### config.mk
export PLATFORM = sky130hd
export DESIGN_NAME = multiplicador_secuencial_4_bit_flat
export DESIGN_NICKNAME = d
export VERILOG_FILES = /design/src/rtl/multiplicador_secuencial_4_bit_pkg.sv /design/src/rtl/multiplicador_secuencial_4_bit_if.sv /design/src/rtl/multiplicador_secuencial_4_bit_etapa_suma_nb.sv /design/src/rtl/multiplicador_secuencial_4_bit.sv /design/src/flat_wrapper.sv
export SDC_FILE = /design/constraint.sdc
export NUM_CORES = 1
export LEC_CHECK = 0
export CAP_MARGIN = 20
export CORE_MARGIN = 2
export CORE_UTILIZATION = 54
export CTS_CLUSTER_DIAMETER = 120
export CTS_CLUSTER_SIZE = 16
export DETAILED_ROUTE_END_ITERATION = 7
export DONT_BUFFER_PORTS = 1
export GPL_TIMING_DRIVEN = 1
export PLACE_DENSITY = 0.72
export SYNTH_ARGS = -nofsm -noshare
export SYNTH_HDL_FRONTEND = slang
export SYNTH_SLANG_ARGS = --single-unit
### constraint.sdc
create_clock -name clk -period 2.2 [get_ports clk]
set_clock_uncertainty 0.05 [all_clocks]
set_input_delay 0.55 -clock clk [delete_from_list [all_inputs] [get_ports clk]]
set_output_delay 0.55 -clock clk [all_outputs]
set_load 0.02 [all_outputs]
### src/rtl/multiplicador_secuencial_4_bit_pkg.sv
`timescale 1ns/1ps
// Shared constants for the shift-and-add multiplier: FSM encodings and default width.
package multiplicador_secuencial_4_bit_pkg;

    localparam int N_DEF = 4;

    typedef enum logic [1:0] {
        ST_IDLE = 2'd0,
        ST_CALC = 2'd1,
        ST_DONE = 2'd2
    } state_t;

endpackage

### src/rtl/multiplicador_secuencial_4_bit_if.sv
`timescale 1ns/1ps
// Operand/product handshake bundle; master is the producer/consumer side, slave the multiplier.
interface multiplicador_secuencial_4_bit_if
    import multiplicador_secuencial_4_bit_pkg::*;
#(
    parameter int N = N_DEF
);
    logic           in_valid;
    logic           in_ready;
    logic [N-1:0]   a;
    logic [N-1:0]   b;
    logic           out_valid;
    logic           out_ready;
    logic [2*N-1:0] producto;

    modport master (
        output in_valid, a, b, out_ready,
        input  in_ready, out_valid, producto
    );

    modport slave (
        input  in_valid, a, b, out_ready,
        output in_ready, out_valid, producto
    );
endinterface

### src/rtl/multiplicador_secuencial_4_bit_etapa_suma_nb.sv
`timescale 1ns/1ps
// Combinational N-bit ripple-carry adder built from 1-bit full-adder cells.
module fa_1b (
    input  logic x,
    input  logic y,
    input  logic c_in,
    output logic s,
    output logic c_out
);
    assign s     = x ^ y ^ c_in;
    assign c_out = (x & y) | (c_in & (x ^ y));
endmodule

module etapa_suma_nb #(
    parameter int N = 4
) (
    input  logic [N-1:0] x,
    input  logic [N-1:0] y,
    input  logic         c_in,
    output logic [N-1:0] s,
    output logic         c_out
);
    logic [N:0] cy;

    assign cy[0] = c_in;

    for (genvar i = 0; i < N; i++) begin : g_bit
        fa_1b u_fa (
            .x     (x[i]),
            .y     (y[i]),
            .c_in  (cy[i]),
            .s     (s[i]),
            .c_out (cy[i+1])
        );
    end

    assign c_out = cy[N];
endmodule

### src/rtl/multiplicador_secuencial_4_bit.sv
`timescale 1ns/1ps
// Unsigned shift-and-add multiplier: one add+shift per cycle, product N cycles after accept.
// Holds the product in DONE until out_ready; new operands only accepted in IDLE.
module multiplicador_secuencial_4_bit
    import multiplicador_secuencial_4_bit_pkg::*;
#(
    parameter int N = N_DEF
) (
    input  logic clk,
    input  logic rst,
    multiplicador_secuencial_4_bit_if.slave bus
);
    localparam int CW = $clog2(N) + 1;

    state_t         state;
    state_t         state_nx;
    logic [N-1:0]   m;
    logic [N-1:0]   q;
    logic [N-1:0]   acc;
    logic [CW-1:0]  cnt;

    logic [N-1:0]   sum_y;
    logic [N-1:0]   sum_s;
    logic           sum_c;
    logic           last_step;

    logic           idle_ready;
    logic           done_valid;
    logic [2*N-1:0] prod_out;

    assign sum_y     = q[0] ? m : '0;
    assign last_step = (cnt == CW'(N - 1));

    etapa_suma_nb #(.N(N)) u_suma (
        .x     (acc),
        .y     (sum_y),
        .c_in  (1'b0),
        .s     (sum_s),
        .c_out (sum_c)
    );

    always_ff @(posedge clk) begin
        if (rst) state <= ST_IDLE;
        else     state <= state_nx;
    end

    always_comb begin
        state_nx   = state;
        idle_ready = 1'b0;
        done_valid = 1'b0;
        prod_out   = '0;
        case (state)
            ST_IDLE: begin
                idle_ready = 1'b1;
                if (bus.in_valid) state_nx = ST_CALC;
            end
            ST_CALC: begin
                if (last_step) state_nx = ST_DONE;
            end
            ST_DONE: begin
                done_valid = 1'b1;
                prod_out   = {acc, q};
                if (bus.out_ready) state_nx = ST_IDLE;
            end
            default: state_nx = ST_IDLE;
        endcase
    end

    // The step's carry lands in acc's MSB, so {acc,q} never overflows 2N bits.
    always_ff @(posedge clk) begin
        if (rst) begin
            m   <= '0;
            q   <= '0;
            acc <= '0;
            cnt <= '0;
        end else begin
            case (state)
                ST_IDLE: begin
                    if (bus.in_valid) begin
                        m   <= bus.a;
                        q   <= bus.b;
                        acc <= '0;
                        cnt <= '0;
                    end
                end
                ST_CALC: begin
                    acc <= {sum_c, sum_s[N-1:1]};
                    q   <= {sum_s[0], q[N-1:1]};
                    cnt <= cnt + CW'(1);
                end
                default: ;
            endcase
        end
    end

    assign bus.in_ready  = idle_ready;
    assign bus.out_valid = done_valid;
    assign bus.producto  = prod_out;
endmodule

### src/flat_wrapper.sv
// flat-port wrapper written by rule: the top's interface ports become plain ports
module multiplicador_secuencial_4_bit_flat import multiplicador_secuencial_4_bit_pkg::*;
#(
    parameter int N = N_DEF
)
  (clk, rst, bus_in_valid, bus_a, bus_b, bus_out_ready, bus_in_ready, bus_out_valid, bus_producto);
  multiplicador_secuencial_4_bit_if #(.N(N)) bus_i ();
  input  logic clk;
  input  logic rst;
  input wire logic [$bits(bus_i.in_valid)-1:0] bus_in_valid;
  input wire logic [$bits(bus_i.a)-1:0] bus_a;
  input wire logic [$bits(bus_i.b)-1:0] bus_b;
  input wire logic [$bits(bus_i.out_ready)-1:0] bus_out_ready;
  output wire logic [$bits(bus_i.in_ready)-1:0] bus_in_ready;
  output wire logic [$bits(bus_i.out_valid)-1:0] bus_out_valid;
  output wire logic [$bits(bus_i.producto)-1:0] bus_producto;
  assign bus_i.in_valid = bus_in_valid;
  assign bus_i.a = bus_a;
  assign bus_i.b = bus_b;
  assign bus_i.out_ready = bus_out_ready;
  assign bus_in_ready = bus_i.in_ready;
  assign bus_out_valid = bus_i.out_valid;
  assign bus_producto = bus_i.producto;
  multiplicador_secuencial_4_bit #(.N(N)) u_core (.clk(clk), .rst(rst), .bus(bus_i));
endmodule
==> summary.md <==
| Metric | Value |
|---|---|
| Clock-pin slew on the worst setup and hold paths | `100 ps` |
| Mapped Cells | `90` |
| Capturing element type of the critical path | `flop` |
| Routed via count divided by cell count | `5.582` |
| Maximum level of the CTS H-tree | `1` |
| Number of nets at the end of the flow | `113` |
| Cell type with the largest total area after synthesis | `sky130_fd_sc_hd__dfxtp_1` |
| Num CTS Buffers | `3` |
| DRC | `0` |
| Critical path class | `flop to flop` |
| Largest fanout on the critical path | `3` |
| Cell area after layout | `942.2 um^2` |
| Setup repair after global routing missed its margin | `true` |
| Number of max-slew violations in the final report | `0` |
| Synthesis-stage register bit count | `17` |
| Placed Cells incl. Taps | `105` |
| Arrival time at the worst endpoint | `2330 ps` |
| Die boundary height | `44.39 um` |
| Number of global-route vias before repair | `541` |
| Count of synthesis-stage warnings from yosys | `0` |
| Endpoint required time on the critical path | `2380 ps` |
| Cell area after synthesis | `approximately 880 um^2` |
| Synthesized netlist net count | `~110` |
| Worst setup slack for register-to-register paths | `50 ps` |
| Layout Area Growth over Synthesis | `6.960%` |
| Relative slew slack | `74.83%` |
| Detailed-route wire length per cell | `13.47 um` |
| PnR Total Power | `561.9 uW` |
| Number of fillers in the final layout | `150` |
| Leakage component of the power | `0.3897 nW` |
| WL final | `1.482 mm` |
| First-pass iteration count of the detailed router | `4` |
| Antenna Diode Count | `0` |
| Area of the die | `around 2000 um^2` |
| Ranking of synthesized cells by area | `sky130_fd_sc_hd__dfxtp_1, sky130_fd_sc_hd__mux2i_1, sky130_fd_sc_hd__and2_1, sky130_fd_sc_hd__nor2_1, sky130_fd_sc_hd__fa_1` |
| Sequential area share after synthesis | `about two fifths` |
| Initial cell density of the core | `57.80%` |
| Final hold violations | `0` |
| Buffer cell driving the clock tree root | `sky130_fd_sc_hd__clkbuf_4` |
| Die Wd | `between 40 and 50 um` |
| Hold_buf cts | `0` |
| # clock sinks | `17` |
| Number of failing setup endpoints in the final timing report | `0` |
| Number of ports placed on the die boundary | `22` |
| Via count | `614` |
| FMAX | `464.8 MHz` |
| Number of antenna violations at the first check in global routing | `0` |
| Fin crit share | `97.79%` |
| Standard-cell rows | `14` |
| Global-route total usage across every layer | `16.55%` |
| Commonest cells post-synth | `sky130_fd_sc_hd__dfxtp_1, sky130_fd_sc_hd__nor2_1, sky130_fd_sc_hd__and2_1` |
| Global route overflow | `0` |
| Worst Hold Slack | `267.1 ps` |
| Proportion of register bits with asynchronous set or reset after synthesis | `0%` |
| Outcome | `complete, no violations` |
| Minimum setup slack after placement | `-16.39 ps` |
| Clock period minus final worst setup slack | `2151 ps` |
| Clk buf depth | `2` |
| Maximum ir drop on the vdd rail | `343.9 uV` |
| Routability-driven placement congestion ratio | `0.7095` |
| Core Box Area | `~1500 um^2` |
| Count of non-filler cells in the finished layout | `between 100 and 150` |
| Number of violations reported at the end of detailed-routing iteration 0 | `9` |
| Slew at the pin closest to its max-slew limit | `376.2 ps` |
| CTS tree | `done` |
| Wire length of the first global-routing pass | `2.346 mm` |
| Number of port buffers | `0` |
| Maximum Capacitance Violations | `0` |
| Power Dens Cells | `596.4 nW/um^2` |
| Hold crit path type | `primary input to flop` |
| Library cells used by synthesis | `21` |
| Largest net degree at the start of global routing | `18` |
| Area taken by multi-input logic gates | `496.7 um^2` |
| Final antenna-violating net count | `0` |
| Most used flip-flop cell after synthesis | `sky130_fd_sc_hd__dfxtp_1` |
| Clock latency at the later pin of the worst-skew pair | `between 200 and 300 ps` |
| Share of the synthesized area in the top cell type | `38.64%` |
| Setup_tns | `0 ps` |
| Slack of the critical path | `between 40 and 50 ps` |
| Number of synthesized flops with an enable pin | `0` |
| DP HPWL | `1.098 mm` |
| Share of post-route cells with drive strength above 1 | `a little under a fifth` |
| Post-DP Area | `895.9 um^2` |
| FF+latch area | `341.6 um^2` |
| Per-instance average area after synthesis | `between 9 and 10 um^2` |
| Utilization after layout | `61.82%` |
| Crit path launch type | `flop` |
[worst paths after layout]
kind	from	to	cells past startpoint
hold / removal	rst	u_core.acc[2]$_SDFFE_PP0P_	1
setup reg to reg	u_core.q[0]$_SDFFE_PP0P_	u_core.acc[2]$_SDFFE_PP0P_	8
setup / recovery	u_core.q[0]$_SDFFE_PP0P_	u_core.acc[2]$_SDFFE_PP0P_	8
hold reg to reg	u_core.cnt[2]$_SDFFE_PP0P_	u_core.cnt[2]$_SDFFE_PP0P_	2
[metal layers]
layer  vias up  global-route usage [%]  share of wire [%]
met4         0                   9.091               0.61
li1        313                       -                  -
met3         2                   3.265                4.9
met1       285                   21.96                 46
met5         -                       0                  0
met2        14                   25.29                 48
[power breakdown]
part	switching [mW]	internal, mW	total, mW
registers	0.00900	0.323	0.332
clock network	0.0962	0.0675	0.164
logic	0.0322	0.0343	0.0665
total	0.137	0.425	0.562
[critical path, cell delays in order (launching register included)]
cell	delay, ps
sky130_fd_sc_hd__dfxtp_2	340
sky130_fd_sc_hd__and2_1	150
sky130_fd_sc_hd__ha_2	170
sky130_fd_sc_hd__fa_2	340
sky130_fd_sc_hd__fa_2	340
sky130_fd_sc_hd__inv_2	60
sky130_fd_sc_hd__fa_1	390
sky130_fd_sc_hd__a2bb2oi_1	150
sky130_fd_sc_hd__nor2_1	100
[sequential cells by signal, indices dropped and copies added (netlist names)]
name,flops
u_core.acc,4
u_core.cnt,3
u_core.m,4
u_core.q,4
u_core.state,2
[cells in the final DEF (no fill, tap or decap)]
cell / synthesis / final
sky130_fd_sc_hd__a211oi_1: 4 / 4
sky130_fd_sc_hd__fa_1: 3 / 1
sky130_fd_sc_hd__nand2b_1: 1 / 1
sky130_fd_sc_hd__a22oi_1: 4 / 4
sky130_fd_sc_hd__nor2_1: 17 / 17
sky130_fd_sc_hd__clkbuf_4: 0 / 3
sky130_fd_sc_hd__ha_1: 3 / 2
sky130_fd_sc_hd__a2bb2oi_1: 3 / 3
sky130_fd_sc_hd__clkinv_2: 0 / 1
sky130_fd_sc_hd__inv_1: 5 / 4
sky130_fd_sc_hd__o21ba_2: 1 / 1
sky130_fd_sc_hd__and2_1: 11 / 10
sky130_fd_sc_hd__o21bai_2: 1 / 1
sky130_fd_sc_hd__ha_2: 0 / 1
sky130_fd_sc_hd__dfxtp_1: 17 / 16
sky130_fd_sc_hd__nor3b_4: 1 / 1
sky130_fd_sc_hd__nand2_1: 1 / 1
sky130_fd_sc_hd__fa_2: 0 / 2
sky130_fd_sc_hd__mux2i_1: 10 / 10
sky130_fd_sc_hd__nor3_1: 1 / 1
sky130_fd_sc_hd__inv_2: 0 / 1
sky130_fd_sc_hd__and2_4: 0 / 1
sky130_fd_sc_hd__dfxtp_2: 0 / 1
sky130_fd_sc_hd__and2b_1: 2 / 2
sky130_fd_sc_hd__buf_4: 0 / 5
[cell type report]
cell class | count | area share, %
inverters | 5 | 1.992
flip-flops and latches | 17 | 36.26
repair buffers | 5 | 3.984
multi-input cells | 63 | 52.72
clock inverters | 1 | 0.5312
well taps | 16 | 2.125
clock buffers | 3 | 2.390
[logic make-up (layout without fill, tap and decap cells)]
group	count (synthesis)	after routing	share of synthesized area (%)
and+or+nand+nor	34	34	20.60
DFF	17	17	38.64
AOI/OAI and AO/OA	13	13	12.22
muxes	10	10	11.36
buffers and inverters	10	14	6.107
adders and majority gates	6	6	11.08
[what timing repair did]
item                       4_1_cts  5_1_grt
pin swaps                        0        1
resized for setup                2        4
setup endpoints to repair        1        1
buffers inserted                 0        1
No activity file was read; power rests on OpenSTA's default activity.
